--- src/rtl/clock_pkg.sv ---
// rtl/clock_pkg.sv - shared stopwatch state type, display record and timing constants
// Contents:
//   TICKS_PER_SEC : 50 ms ticks per second
//   SEC_MAX       : highest seconds value before carry into minutes
//   sw_state_t    : stopwatch control states
//   disp_t        : five BCD display digits, most significant first
package clock_pkg;

  localparam int TICKS_PER_SEC = 20;
  localparam int SEC_MAX       = 59;

  typedef enum logic [1:0] {
    IDLE  = 2'd0,
    RUN   = 2'd1,
    PAUSE = 2'd2,
    LAP   = 2'd3
  } sw_state_t;

  typedef struct packed {
    logic [3:0] min_tens;
    logic [3:0] min_ones;
    logic [3:0] sec_tens;
    logic [3:0] sec_ones;
    logic [3:0] tenths;
  } disp_t;

endpackage

--- src/rtl/bcd_digit_counter.sv ---
// rtl/bcd_digit_counter.sv - mod-MOD BCD digit with enable, clear and carry-out
// Ports:
//   clk, reset : clock and synchronous active-high reset
//   clear      : synchronous clear, wins over en
//   en         : advance by one
//   digit      : current BCD value 0..MOD-1
//   carry      : high when en would roll the digit from MOD-1 back to 0
module bcd_digit_counter #(
  parameter int MOD = 10
) (
  input  logic       clk,
  input  logic       reset,
  input  logic       clear,
  input  logic       en,
  output logic [3:0] digit,
  output logic       carry
);

  localparam logic [3:0] LAST = 4'(MOD - 1);

  assign carry = en && (digit == LAST);

  always_ff @(posedge clk) begin
    if (reset || clear) begin
      digit <= 4'd0;
    end else if (en) begin
      digit <= (digit == LAST) ? 4'd0 : digit + 4'd1;
    end
  end

endmodule

--- src/rtl/stopwatch_50ms.sv ---
// rtl/stopwatch_50ms.sv - 50 ms resolution stopwatch with run/pause/lap control
// Ports:
//   clk, reset         : system clock, synchronous active-high reset
//   tick_50ms_in       : 50 ms square wave, rising edges advance the count
//   btn_start_stop     : single-cycle pulse, toggles run/pause (wins over lap_clear)
//   btn_lap_clear      : single-cycle pulse, lap freeze/release or clear when paused
//   disp_*             : BCD digits mm:ss.t, from the lap register while in LAP
//   running            : high in RUN and LAP
//   lap_frozen         : high in LAP
//   overflow           : one-cycle pulse when the count wraps to zero
module stopwatch_50ms #(
  parameter int TICKS_PER_SEC = clock_pkg::TICKS_PER_SEC,
  parameter int MIN_MAX       = 59
) (
  input  logic       clk,
  input  logic       reset,
  input  logic       tick_50ms_in,
  input  logic       btn_start_stop,
  input  logic       btn_lap_clear,
  output logic [3:0] disp_min_tens,
  output logic [3:0] disp_min_ones,
  output logic [3:0] disp_sec_tens,
  output logic [3:0] disp_sec_ones,
  output logic [3:0] disp_tenths,
  output logic       running,
  output logic       lap_frozen,
  output logic       overflow
);

  import clock_pkg::*;

  localparam int              TICK_W       = (TICKS_PER_SEC > 1) ? $clog2(TICKS_PER_SEC) : 1;
  localparam logic [TICK_W-1:0] TICK_LAST  = TICK_W'(TICKS_PER_SEC - 1);
  localparam int              SEC_TENS_MOD = SEC_MAX / 10 + 1;
  localparam int              MIN_TENS_MOD = MIN_MAX / 10 + 1;
  localparam logic [3:0]      MIN_MAX_TENS = 4'(MIN_MAX / 10);
  localparam logic [3:0]      MIN_MAX_ONES = 4'(MIN_MAX % 10);

  sw_state_t         state, state_next;
  logic              latch_lap, clear_all;
  logic              tick_prev, tick, count_en;
  logic [TICK_W-1:0] tick_count;
  logic              tick_carry, sec_ones_carry, sec_carry, min_ones_carry, min_tens_carry;
  logic              min_is_max, wrap, min_clear, overflow_q;
  logic [3:0]        sec_ones, sec_tens, min_ones, min_tens, tenths_live;
  disp_t             live, lap_q, shown;

  // Control FSM
  always_ff @(posedge clk) begin
    if (reset) state <= IDLE;
    else       state <= state_next;
  end

  always_comb begin
    state_next = state;
    latch_lap  = 1'b0;
    clear_all  = 1'b0;
    case (state)
      IDLE:  if (btn_start_stop) state_next = RUN;
      RUN: begin
        if (btn_start_stop) begin
          state_next = PAUSE;
        end else if (btn_lap_clear) begin
          state_next = LAP;
          latch_lap  = 1'b1;
        end
      end
      LAP: begin
        if (btn_start_stop)     state_next = PAUSE;
        else if (btn_lap_clear) state_next = RUN;
      end
      PAUSE: begin
        if (btn_start_stop) begin
          state_next = RUN;
        end else if (btn_lap_clear) begin
          state_next = IDLE;
          clear_all  = 1'b1;
        end
      end
      default: state_next = IDLE;
    endcase
  end

  // Rising-edge tick detect; counting uses the pre-transition state, so a
  // tick alongside start_stop counts only if we were already counting.
  always_ff @(posedge clk) begin
    if (reset) tick_prev <= 1'b0;
    else       tick_prev <= tick_50ms_in;
  end

  assign tick     = tick_50ms_in && !tick_prev;
  assign count_en = tick && ((state == RUN) || (state == LAP));

  always_ff @(posedge clk) begin
    if (reset || clear_all) begin
      tick_count <= '0;
    end else if (count_en) begin
      tick_count <= (tick_count == TICK_LAST) ? '0 : tick_count + TICK_W'(1);
    end
  end

  assign tick_carry  = count_en && (tick_count == TICK_LAST);
  assign tenths_live = 4'(tick_count >> 1);

  bcd_digit_counter #(.MOD(10)) u_sec_ones (
    .clk(clk), .reset(reset), .clear(clear_all), .en(tick_carry),
    .digit(sec_ones), .carry(sec_ones_carry)
  );

  bcd_digit_counter #(.MOD(SEC_TENS_MOD)) u_sec_tens (
    .clk(clk), .reset(reset), .clear(clear_all), .en(sec_ones_carry),
    .digit(sec_tens), .carry(sec_carry)
  );

  // The tens carry only fires when MIN_MAX ends in 9 (where it coincides with
  // the explicit compare); otherwise that minute value is never reached.
  assign min_is_max = (min_tens == MIN_MAX_TENS) && (min_ones == MIN_MAX_ONES);
  assign wrap       = (sec_carry && min_is_max) || min_tens_carry;
  assign min_clear  = clear_all || wrap;

  bcd_digit_counter #(.MOD(10)) u_min_ones (
    .clk(clk), .reset(reset), .clear(min_clear), .en(sec_carry),
    .digit(min_ones), .carry(min_ones_carry)
  );

  bcd_digit_counter #(.MOD(MIN_TENS_MOD)) u_min_tens (
    .clk(clk), .reset(reset), .clear(min_clear), .en(min_ones_carry),
    .digit(min_tens), .carry(min_tens_carry)
  );

  // Registered alongside the counter clear so the pulse and the zero count
  // appear in the same cycle.
  always_ff @(posedge clk) begin
    if (reset) overflow_q <= 1'b0;
    else       overflow_q <= wrap;
  end

  assign live = {min_tens, min_ones, sec_tens, sec_ones, tenths_live};

  always_ff @(posedge clk) begin
    if (reset || clear_all) lap_q <= '0;
    else if (latch_lap)     lap_q <= live;
  end

  assign shown = (state == LAP) ? lap_q : live;

  // Outputs are forced low while reset is held, independent of register state.
  assign disp_min_tens = reset ? 4'd0 : shown.min_tens;
  assign disp_min_ones = reset ? 4'd0 : shown.min_ones;
  assign disp_sec_tens = reset ? 4'd0 : shown.sec_tens;
  assign disp_sec_ones = reset ? 4'd0 : shown.sec_ones;
  assign disp_tenths   = reset ? 4'd0 : shown.tenths;
  assign running       = !reset && ((state == RUN) || (state == LAP));
  assign lap_frozen    = !reset && (state == LAP);
  assign overflow      = !reset && overflow_q;

endmodule

--- config.mk ---
export PLATFORM = sky130hd
export DESIGN_NAME = stopwatch_50ms
export DESIGN_NICKNAME = d
export VERILOG_FILES = /design/src/rtl/clock_pkg.sv /design/src/rtl/bcd_digit_counter.sv /design/src/rtl/stopwatch_50ms.sv
export SDC_FILE = /design/constraint.sdc
export NUM_CORES = 1
export LEC_CHECK = 0
export BUFFER_PORTS_ARGS = -buffer_cell sky130_fd_sc_hd__buf_4
export CORE_MARGIN = 8
export CORE_UTILIZATION = 45
export DETAILED_ROUTE_END_ITERATION = 7
export GPL_TIMING_DRIVEN = 0
export PLACE_DENSITY = 0.67
export SKIP_LAST_GASP = 1
export SLEW_MARGIN = 15
export SYNTH_ARGS = -nofsm -noshare
export SYNTH_HDL_FRONTEND = slang
export SYNTH_SLANG_ARGS = --single-unit
--- constraint.sdc ---
create_clock -name clk -period 1.64 [get_ports clk]
set_clock_uncertainty 0.05 [all_clocks]
set_input_delay 0.328 -clock clk [delete_from_list [all_inputs] [get_ports clk]]
set_output_delay 0.328 -clock clk [all_outputs]
set_load 0.01 [all_outputs]
* Word-level counts from Yosys, hierarchy flattened *
Cells that the tools add are included.

word-level totals
  flip-flop bits (word level) = 45
  bits of input ports = 5
  logic and storage cells = 74

cells by class
  $add $sub $neg = 5
  eq/ne operators = 12
  multiplexer cells = 23
  reductions and logical operators = 21

operators by type and width
  operator                                                         count
  4-bit 2-to-1 mux                                                 9
  20-bit 2-to-1 mux                                                1
  4-bit by 1-bit adder with 4-bit output, second input constant    4
  2-bit 2-to-1 mux                                                 7
  1-bit logical AND                                                12
  3-bit inequality test, second input constant                     3
  4-bit by 3-bit == test with 1-bit output, second input constant  2
  4-bit == test, second input constant                             2
  2-bit case mux with 4 select lines                               1
  5-bit by 1-bit adder with 5-bit output, second input constant    1
  5-bit == test, second input constant                             1
  1-bit logical OR                                                 5
  5-bit 2-to-1 mux                                                 1
  2-bit == test, second input constant                             2
  1-bit 2-to-1 mux                                                 4
  4-bit AND reduction                                              1
  2-bit by 1-bit == test with 1-bit output, second input constant  1
  1-bit logical NOT                                                2
  2-bit logical NOT                                                1
  2-bit inequality test, second input constant                     1

* Longest topological paths before layout *
Gate-level depths: netlist of the first run.

  word-level depth = 11
  depth in mapped cells = 6
  mapped depth without buffers = 5

* By module *
A second synthesis of the first run with hierarchy kept.

unflattened totals
  cells, all modules = 289
  area, all modules = 2342.2 um^2

modules (own cells, without submodules)
  module                               times used  cells an instance  area an instance (um^2)
  stopwatch_50ms                       1           211                1586.5
  bcd_digit_counter at u_min_ones ...  2           20                 192.7
  bcd_digit_counter at u_min_tens ...  2           19                 185.2

* Worst setup path after synthesis of the first run *
OpenSTA, ideal clock, no wires.

  path kind = register to register
  start = reg tick_count[1]
  end = reg u_min_ones.digit[3]
  data arrival time = 1.549 ns
  required time = 1.513 ns
  slack = -0.036 ns
  cell stages (with the launch flop) = 7
  period minus slack after synthesis = 1.676 ns
  cell sequence = dfxtp_1 ha_1 and4bb_1 buf_6 nand4_2 or3_1 a41oi_2

between the ends
  cells in the longest elaborated chain, start to end = 9
  elaborated cells on any way between the ends = 10

RTL lines
  what                                RTL line                 RTL
  start: declaration                  stopwatch_50ms.sv:42     logic [TICK_W-1:0] tick_count;
  start signal: assignment            stopwatch_50ms.sv:98     tick_count <= (tick_count == TICK_LAST) ? '0 : tick_count + TICK_W'(1);
  5-bit == test (*)                   stopwatch_50ms.sv:102    assign tick_carry = count_en && (tick_count == TICK_LAST);
  1-bit logical AND (*)               stopwatch_50ms.sv:102
  1-bit logical AND (*) (2 in a row)  bcd_digit_counter.sv:21  assign carry = en && (digit == LAST);
  1-bit logical AND (2 in a row)      bcd_digit_counter.sv:21
  1-bit logical OR                    stopwatch_50ms.sv:118    assign wrap = (sec_carry && min_is_max) || min_tens_carry;
  1-bit logical OR                    stopwatch_50ms.sv:119    assign min_clear = clear_all || wrap;
  1-bit logical OR                    bcd_digit_counter.sv:24  if (reset || clear) begin
  end signal: assignment              bcd_digit_counter.sv:27  digit <= (digit == LAST) ? 4'd0 : digit + 4'd1;
  end: declaration                    bcd_digit_counter.sv:15  output logic [3:0] digit,

Every way passes the cells marked *; elsewhere a longest branch is shown, timed or not.
A chain may end at the register's enable or synchronous reset.

* Final worst setup path of the first run *
  start = reg state[0]
  end = out disp_sec_ones[3]

between the ends
  cells in the longest elaborated chain, start to end = 3

RTL lines
  what                      RTL line               RTL
  start: declaration        stopwatch_50ms.sv:39   sw_state_t state, state_next;
  start signal: assignment  stopwatch_50ms.sv:51   else state <= state_next;
  2-bit == test             stopwatch_50ms.sv:145  assign shown = (state == LAP) ? lap_q : live;
  20-bit 2-to-1 mux         stopwatch_50ms.sv:145
  4-bit 2-to-1 mux          stopwatch_50ms.sv:151  assign disp_sec_ones = reset ? 4'd0 : shown.sec_ones;
  end: declaration          stopwatch_50ms.sv:23   output logic [3:0] disp_sec_ones,

No other way between the ends.

==> results of run 1 <==
[state kept, by name, summed over array words and instances, names as in the netlist]
name              flops
lap_q                20
overflow_q            1
state                 2
tick_count            5
tick_prev             1
u_min_ones.digit      4
u_min_tens.digit      4
u_sec_ones.digit      4
u_sec_tens.digit      4
[cells by family after synthesis]
group | count (synthesis) | share of synthesized area
AOI/OAI and AO/OA | 72 | 0.172
xor gates and xnor gates | 6 | 0.0234
adders and majority gates | 1 | 0.00557
buffers and inverters | 25 | 0.0524
DFF | 45 | 0.401
muxes | 1 | 0.00446
and+or+nand+nor | 151 | 0.342
[cell type report]
class,instances,area [sq um],area share
Clock inverter,2,13.8,0.00443
Multi-Input combinational cell,231,1430,0.459
Timing Repair Buffer,47,384,0.124
Inverter,3,11.3,0.00362
Sequential cell,45,928,0.299
Clock buffer,6,82.6,0.0266
Tap cell,67,83.8,0.0270
Buffer,20,178,0.0572
[worst min-delay path by stage]
stage / cells past startpoint / start / to
6_report: 2 / tick_50ms_in / tick_prev
5_1_grt: 3 / btn_lap_clear / state[1]
4_1_cts: 2 / tick_50ms_in / tick_prev
3_5_place_dp: 2 / lap_q[13] / lap_q[13]
3_3_place_gp: 2 / lap_q[10] / lap_q[10]
2_1_floorplan: 2 / lap_q[0] / lap_q[0]
[layer usage]
metal,track usage,up-vias,share of wire
li1,-,1128,-
met1,0.205,1103,0.42
met2,0.291,49,0.51
met3,0.0435,7,0.059
met4,0.0423,0,0.0088
met5,0,-,0
[timing repair]
action | in CTS | in global routing
cloned | 1 | 1
endpoints found under the setup margin | 52 | 55
pin swaps | 23 | 24
setup buffers | 12 | 7
resized for setup | 55 | 57
[metrics by stage]
stage,worst slack (ns),cells,hold WS (ns)
2_1_floorplan,-0.0339,301,0.387
3_3_place_gp,-0.481,394,0.391
3_5_place_dp,-0.493,394,0.397
4_1_cts,-0.188,414,0.240
5_1_grt,-0.258,421,0.253
6_report,-0.188,421,0.253
[cell usage in the layout, fill, tap and decap left out, types with 2 or more instances in the layout]
master,synthesis,routed
a21oi_1,55,33
clkbuf_8,0,6
buf_6,3,4
nor3_1,3,3
nand4_1,3,3
buf_2,1,3
buf_8,0,6
clkbuf_2,0,5
nand2_2,0,8
dfxtp_1,45,29
nand3_4,0,2
and4bb_2,2,3
o31ai_1,2,2
buf_4,0,43
o21ai_1,0,3
nand3b_1,2,2
nand2_4,0,4
dfxtp_4,0,3
inv_1,3,3
o21ai_0,12,9
clkbuf_1,17,3
xor2_1,3,3
nor2b_1,10,10
nand3_1,5,4
dfxtp_2,0,13
xnor2_1,3,3
nor2_1,10,9
and3b_1,2,2
a21oi_2,0,22
and4b_1,2,2
or3_1,5,5
nand2_1,89,77
[worst max-delay path: cells and delay by family, from the launching register on]
family / cells / cell delay, ns
compound gates: 1 / 0.11
simple gates: 2 / 0.28
buf+inv: 3 / 0.40
flops: 1 / 0.35
[power by group]
| group | leakage [nW] | switching [W] | internal [W] |
|---|---|---|---|
| combinational | 0.718 | 0.0000979 | 0.0000605 |
| sequential | 0.372 | 0.00000702 | 0.00109 |
| clock | 0.0512 | 0.000392 | 0.000342 |
==> results.cfg, run 1 <==
[logic_synthesis]
synthFlopType = dfxtp_1
ys_types = 42
post-synth-top-area-fraction = 0.401
synth_edf_count = 0
yosysWarnings = 0
synthesis.nets = 307
ys_top_cells_by_count = nand2_1 (89), a21oi_1 (55), dfxtp_1 (45)
synth.yosys.seq_area_share = 0.401
yosysMostFrequentCell = nand2_1
netlist_instances = 301
yosys.area.top_type = dfxtp_1
synth.avg_cell_area_sq_um = 7.46
postSynth.asyncResetShare = 0
synth_seq_cells = 45
synth_area_leaders = dfxtp_1 (40%), nand2_1 (15%), a21oi_1 (12%)
synth.cell_area_sq_mm = 0.00225

[power]
ir_drop_uv = 402
power_leakage_nw = 1.14
power_w = 0.00199
powerDensity_mw_per_mm2 = 642

[worst_setup_path]
arrival_ns = 1.45
slowest_delay_ns = 0.35
r2r_cells = 6
cp_cell_sequence = buf_8 > and2_4 > clkbuf_16 > nand2_1 > a21oi_2 > buf_4
cp_slowest_cell = dfxtp_2
crit_fanout = 5
r2r_setup_slack_ns = -0.11
cp.required_ns = 1.26
crit_start = state[0]
crit_type = register to output pin
cp-end-kind = output pin
critPathLaunchType = register
r2r_start = tick_count[1]
crit_path_end = disp_sec_ones[3]
r2r-end = u_sec_tens.digit[2]

[route]
vias = 2287
drt_iter0_drc = 102
wire_per_inst_um = 15.5
firstDrtPassIters = 4
drc_errors = 0
ant_nets = 0
wirelength_mm = 6.51
via_per_inst = 5.43

[sta]
slew_violations = 0
clock.fmax_ghz = 0.547
layout_setup_ws_ns = -0.188
grt_setup_unrepaired = true
period_share = 1.11
relSlewSlack = 0.654
min_period_ns = 1.83
tightest_slew_ns = 0.519
setup_viol = 24
setup_tns_ns = -3.30
hold_viol_final = 0

[global_routing]
grt-ovfl-total = 0
track_usage = 0.170
grt_pass1_vias = 2034
grt_max_degree = 15
grt_pass1_wl_mm = 10.1
antenna_found_initial = 0

[clock_network]
cts_tree = yes
cts_buffers = 5
cts_max_level = 2
cts.sinks = 45
insertion_delay_ns = 0.30
clkSlewWorstSetupHoldPaths_ns = 0.08
clockRootBuffer = clkbuf_8
clock_path_buffers = 2
hold_buffers = 0

[min_path]
min_path_type = input pin to register

[placed_design]
dp.final_hpwl_mm = 3.92
dpl_cell_area_sq_mm = 0.00253
port_buffers = 26
gp_congestion = 0.778

[die]
pin_count = 28
rows = 25
start_util = 0.472
core_area_sq_mm = 0.00475
dieArea_sq_mm = 0.00751
die_w_um = 86.6
die_y_um = 86.6

[cells_and_area]
fin_area_sq_mm = 0.00311
postLayoutCoreUtil = 0.653
post_route_cells_drive_above_1_share = 0.393
syn2layout_area_growth_pct = 38.3
fillerInstances = 435
nets = 359
diodes = 0

[job]
max_cap_viol_count = 0

[outcome]
violations = setup timing
outcome = complete, but fails checks
No activity file was read; power rests on OpenSTA's default activity.
==> run 2, diff against run 1 <==
- SETUP_SLACK_MARGIN: unset -> 0.02
==> results.cfg, run 2 (synthesis results as in run 1) <==
[cells_and_area]
final_cell_mix = nand2_1 (77), buf_4 (43), a21oi_1 (33)
fin_area_sq_mm = 0.00315
nets = 360
largest_reg_flops = 20
diodes = 0
post_route_cells_drive_above_1_share = 0.400
fillerInstances = 422
multiInputGateArea_sq_mm = 0.00145
final_common_cell = nand2_1
postLayoutCoreUtil = 0.662
final_cells = 422
regArea_sq_um = 927
syn2layout_area_growth_pct = 40.1
max_flop_register = lap_q
largestRegisters = lap_q: 20 flops, tick_count: 5 flops

[sta]
clock.fmax_ghz = 0.547
setup_viol = 24
period_share = 1.11
hold_viol_final = 0
min_period_ns = 1.83
layout_setup_ws_ns = -0.188
tightest_slew_ns = 0.527
slew_violations = 0
relSlewSlack = 0.649
grt_setup_unrepaired = true

[clock_network]
clkSlewWorstSetupHoldPaths_ns = 0.08
clock_path_buffers = 2
cts_buffers = 5
clockRootBuffer = clkbuf_8
insertion_delay_ns = 0.30
hold_buffers = 0
cts_max_level = 2
cts.sinks = 45
cts_tree = yes

[global_routing]
grt_max_degree = 15
grt_pass1_vias = 2034
track_usage = 0.170
grt_use_met3 = 0.0435
top_usage_layer = met2
grtUsageMet1 = 0.205
grt_pass1_wl_mm = 10.1
antenna_found_initial = 0
met2_usage = 0.291
grt-ovfl-total = 0

[die]
pin_count = 28
start_util = 0.472
core_area_sq_mm = 0.00475
rows = 25
die_y_um = 86.6
die_w_um = 86.6
dieArea_sq_mm = 0.00751

[power]
power_leakage_nw = 1.17
p_sw_frac = 0.249
internal_power_w = 0.00150
ir_drop_uv = 371
seqPwrFrac = 0.552
powerDensity_mw_per_mm2 = 635
power.switching_w = 0.000498
combPwrFrac = 0.081
p_clk_frac = 0.367

[worst_setup_path]
crit_start = state[0]
r2r_cells = 6
r2r_setup_slack_ns = -0.11
cp-end-kind = output pin
cpLargestDelayFamily = buffers and inverters
crit_type = register to output pin
r2r_start = tick_count[1]
crit_path_end = disp_sec_ones[3]
critPathLaunchType = register
cp.required_ns = 1.26
cp_num_buf_inv = 3
cp_cell_sequence = buf_8 > and2_4 > clkbuf_16 > nand2_1 > a21oi_2 > buf_4
cp.depth = 6
r2r-end = u_sec_tens.digit[2]
arrival_ns = 1.45
crit_fanout = 5
cp_slowest_cell = dfxtp_2
slowest_delay_ns = 0.36

[job]
max_cap_viol_count = 0

[placed_design]
port_buffers = 26
dpl_cell_area_sq_mm = 0.00253
dp.final_hpwl_mm = 3.92
dp.cells = 394
gp_congestion = 0.778

[route]
wire_per_inst_um = 15.9
ant_nets = 0
drt_iter0_drc = 179
drc_errors = 0
wirelength_mm = 6.69
firstDrtPassIters = 4
via_per_inst = 5.37
vias = 2266

[outcome]
violations = setup timing
outcome = complete, but fails checks

[min_path]
min_path_type = input pin to register
[run 2: worst min path at each step]
stage	endpoint	cells after the start	slack, ns	from
global route	state[1]	3	0.25	btn_lap_clear
floorplan	lap_q[0]	2	0.39	lap_q[0]
detailed placement	lap_q[13]	2	0.40	lap_q[13]
global placement	lap_q[10]	2	0.39	lap_q[10]
CTS	tick_prev	2	0.24	tick_50ms_in
finish	tick_prev	2	0.25	tick_50ms_in
[run 2: final cells by class]
| cell class | instances | area share |
|---|---|---|
| clock inverters | 2 | 0.00437 |
| well taps | 67 | 0.0266 |
| repair buffers | 48 | 0.126 |
| multi-input cells | 231 | 0.460 |
| inverters | 3 | 0.00358 |
| clock buffers | 6 | 0.0262 |
| flip-flops and latches | 45 | 0.295 |
| plain buffers | 20 | 0.0588 |
[run 2: power groups by stage]
stage           logic, W  clock network [W]  registers, W
2_1_floorplan  0.0000697                  0       0.00113
6_report        0.000162           0.000733       0.00110
3_3_place_gp    0.000110                  0       0.00113
4_1_cts         0.000143           0.000749       0.00111
3_5_place_dp    0.000111                  0       0.00113
5_1_grt         0.000173           0.000802       0.00110
[run 2: timing repair]
| item | CTS | global route |
|---|---|---|
| cloned | 1 | 1 |
| gates resized for setup | 56 | 63 |
| buffers inserted | 12 | 8 |
| endpoints found under the setup margin | 52 | 61 |
| pin swaps | 25 | 20 |
[run 2: through the flow]
stage | power [W] | hold WS (ns) | TNS, ns | setup WS [ns]
5_1_grt | 0.00208 | 0.253 | -5.24 | -0.255
3_5_place_dp | 0.00124 | 0.397 | -12.32 | -0.493
4_1_cts | 0.00200 | 0.240 | -3.33 | -0.188
6_report | 0.00200 | 0.250 | -3.44 | -0.188
2_1_floorplan | 0.00120 | 0.387 | -0.696 | -0.0339
3_3_place_gp | 0.00124 | 0.391 | -12.73 | -0.481
[run 2: layer usage]
layer  wire length (um)  vias to the layer above
met1               2850                     1090
met4                 29                        0
met5                  0                        -
met2               3500                       50
li1                   -                     1124
met3                308                        2
==> run 3, diff against run 2 <==
- ABC_AREA: unset -> 1
- CORE_UTILIZATION: 45 -> 51
- PLACE_DENSITY: 0.67 -> 0.74
==> results.cfg, run 3 <==
[logic_synthesis]
synth_area_leaders = dfxtp_1 (41%), a21oi_1 (11%), o21ai_0 (11%)
ys_top_cells_by_count = a21oi_1 (48), o21ai_0 (48), dfxtp_1 (45), nand2_1 (45), inv_1 (40)
post-synth-top-area-fraction = 0.409
synthesis.nets = 321
synth.cell_area_sq_mm = 0.00220
ys_types = 28
synth.yosys.seq_area_share = 0.409
synth.avg_cell_area_sq_um = 6.99
synth_edf_count = 0
yosys.area.top_type = dfxtp_1
synth_seq_cells = 45
yosysWarnings = 0
postSynth.asyncResetShare = 0
synthFlopType = dfxtp_1
netlist_instances = 315

[job]
max_cap_viol_count = 0

[min_path]
min_path_type = input pin to register
whs_path_depth = 2
worstHoldEndpoint = tick_prev
hp-start = reset

[route]
firstDrtPassIters = 4
ant_nets = 0
vias = 2214
drc_errors = 0
wire_per_inst_um = 14.4
via_per_inst = 5.33
wirelength_mm = 5.98
drt_iter0_drc = 132

[worst_setup_path]
slowest_delay_ns = 0.37
r2r_start = state[0]
cp.required_ns = 1.26
crit_fanout = 7
cp-end-kind = output pin
cp_slowest_cell = dfxtp_4
arrival_ns = 1.30
r2r_setup_slack_ns = 0.08
r2r_cells = 9
cp_cell_sequence = nand2_8 > buf_8 > o21ai_1 > a21oi_1 > buf_4
critPathLaunchType = register
crit_type = register to output pin
r2r-end = u_min_tens.digit[0]

[cells_and_area]
final_cells = 415
final_common_cell = nand2_1
largestRegisters = lap_q: 20 flops, tick_count: 5 flops
syn2layout_area_growth_pct = 33.4
final_cell_mix = nand2_1 (42), dfxtp_1 (41), inv_1 (39), buf_4 (39), a21oi_1 (33)
max_flop_register = lap_q
largest_reg_flops = 20
post_route_cells_drive_above_1_share = 0.314
fin_area_sq_mm = 0.00294
fillerInstances = 373
nets = 368
diodes = 0

[placed_design]
dp.final_hpwl_mm = 3.90
dpl_cell_area_sq_mm = 0.00247
dp.cells = 394
gp_congestion = 0.835
port_buffers = 27

[die]
die_w_um = 81.7
core_area_sq_mm = 0.00426
pin_count = 28
dieArea_sq_mm = 0.00668
die_y_um = 81.7
start_util = 0.517
rows = 24

[global_routing]
track_usage = 0.182
grt_pass1_wl_mm = 9.57
grt_max_degree = 13
grt_pass1_vias = 2079
grt-ovfl-total = 0
antenna_found_initial = 0

[power]
powerDensity_mw_per_mm2 = 695
power_leakage_nw = 1.22
power_w = 0.00204
ir_drop_uv = 457

[clock_network]
insertion_delay_ns = 0.30
hold_buffers = 0
cts_buffers = 5
clkSlewWorstSetupHoldPaths_ns = 0.09
cts_tree = yes
clockRootBuffer = clkbuf_8
cts.sinks = 45
clock_path_buffers = 2
cts_max_level = 2

[outcome]
violations = setup timing
outcome = complete, but fails checks

[sta]
period_share = 1.02
hold_viol_final = 0
relSlewSlack = 0.806
tightest_slew_ns = 0.291
layout_setup_ws_ns = -0.0374
min_period_ns = 1.68
setup_tns_ns = -0.0461
clock.fmax_ghz = 0.596
slew_violations = 0
setup_viol = 3
grt_setup_unrepaired = true
## run 3: routing by layer
metal  GRT usage  part of all wire  vias up
met5           0                 0        -
met4      0.0667             0.015        0
met3      0.0481             0.051       10
met2       0.299              0.50       51
met1       0.222              0.44     1027
li1            -                 -     1126
## run 3: metrics by stage
stage                     hold slack [ns]  setup WS [ns]  utilization
after detailed placement            0.442         -0.161        0.580
after CTS                           0.190        -0.0147        0.643
after global routing                0.196        -0.0539        0.689
final                               0.183        -0.0374        0.689
after floorplan                     0.349          0.136            -
after global placement              0.435         -0.192        0.580
## run 3: timing repair
action | 4_1_cts | 5_1_grt
setup endpoints to repair | 32 | 50
pin swaps | 5 | 6
resized for setup | 41 | 64
cloned | 2 | 0
buffers inserted | 9 | 2
## run 3: power breakdown
part	total, W	switching (W)	internal [W]
logic	0.000222	0.000130	0.0000926
registers	0.00114	0.0000214	0.00112
clock network	0.000681	0.000377	0.000304
## run 3: final cells by class
type,instances,area (sq um),share of cell area
well taps,52,65.1,0.0221
inverters,43,161,0.0549
repair buffers,40,315,0.107
flip-flops and latches,45,911,0.310
multi-input cells,214,1270,0.433
plain buffers,13,134,0.0456
clock buffers,8,80.1,0.0272
## run 3: kinds of logic after synthesis
group                      synth area share
AOI/OAI and AO/OA                     0.225
xor gates and xnor gates             0.0119
adders and majority gates           0.00568
buffers and inverters                 0.106
DFF                                   0.409
and+or+nand+nor                       0.242
## run 3: worst max-delay path, delay by kind of cell, from the launching register on
kind / cells / cell delay [ns]
flip-flops: 1 / 0.37
buffers and inverters: 2 / 0.29
AO/OA/AOI/OAI: 2 / 0.22
AND/OR/NAND/NOR: 1 / 0.12
## run 3: worst max-delay path by stage
stage	start	to	slack (ns)	cells past startpoint
6_report	state[0]	disp_min_tens[2]	-0.04	5
5_1_grt	state[0]	disp_min_tens[2]	-0.05	5
4_1_cts	state[1]	disp_sec_tens[2]	-0.01	5
3_5_place_dp	reset	disp_min_tens[3]	-0.16	6
3_3_place_gp	reset	disp_sec_tens[2]	-0.19	6
2_1_floorplan	tick_count[0]	u_min_ones.digit[1]	0.14	10
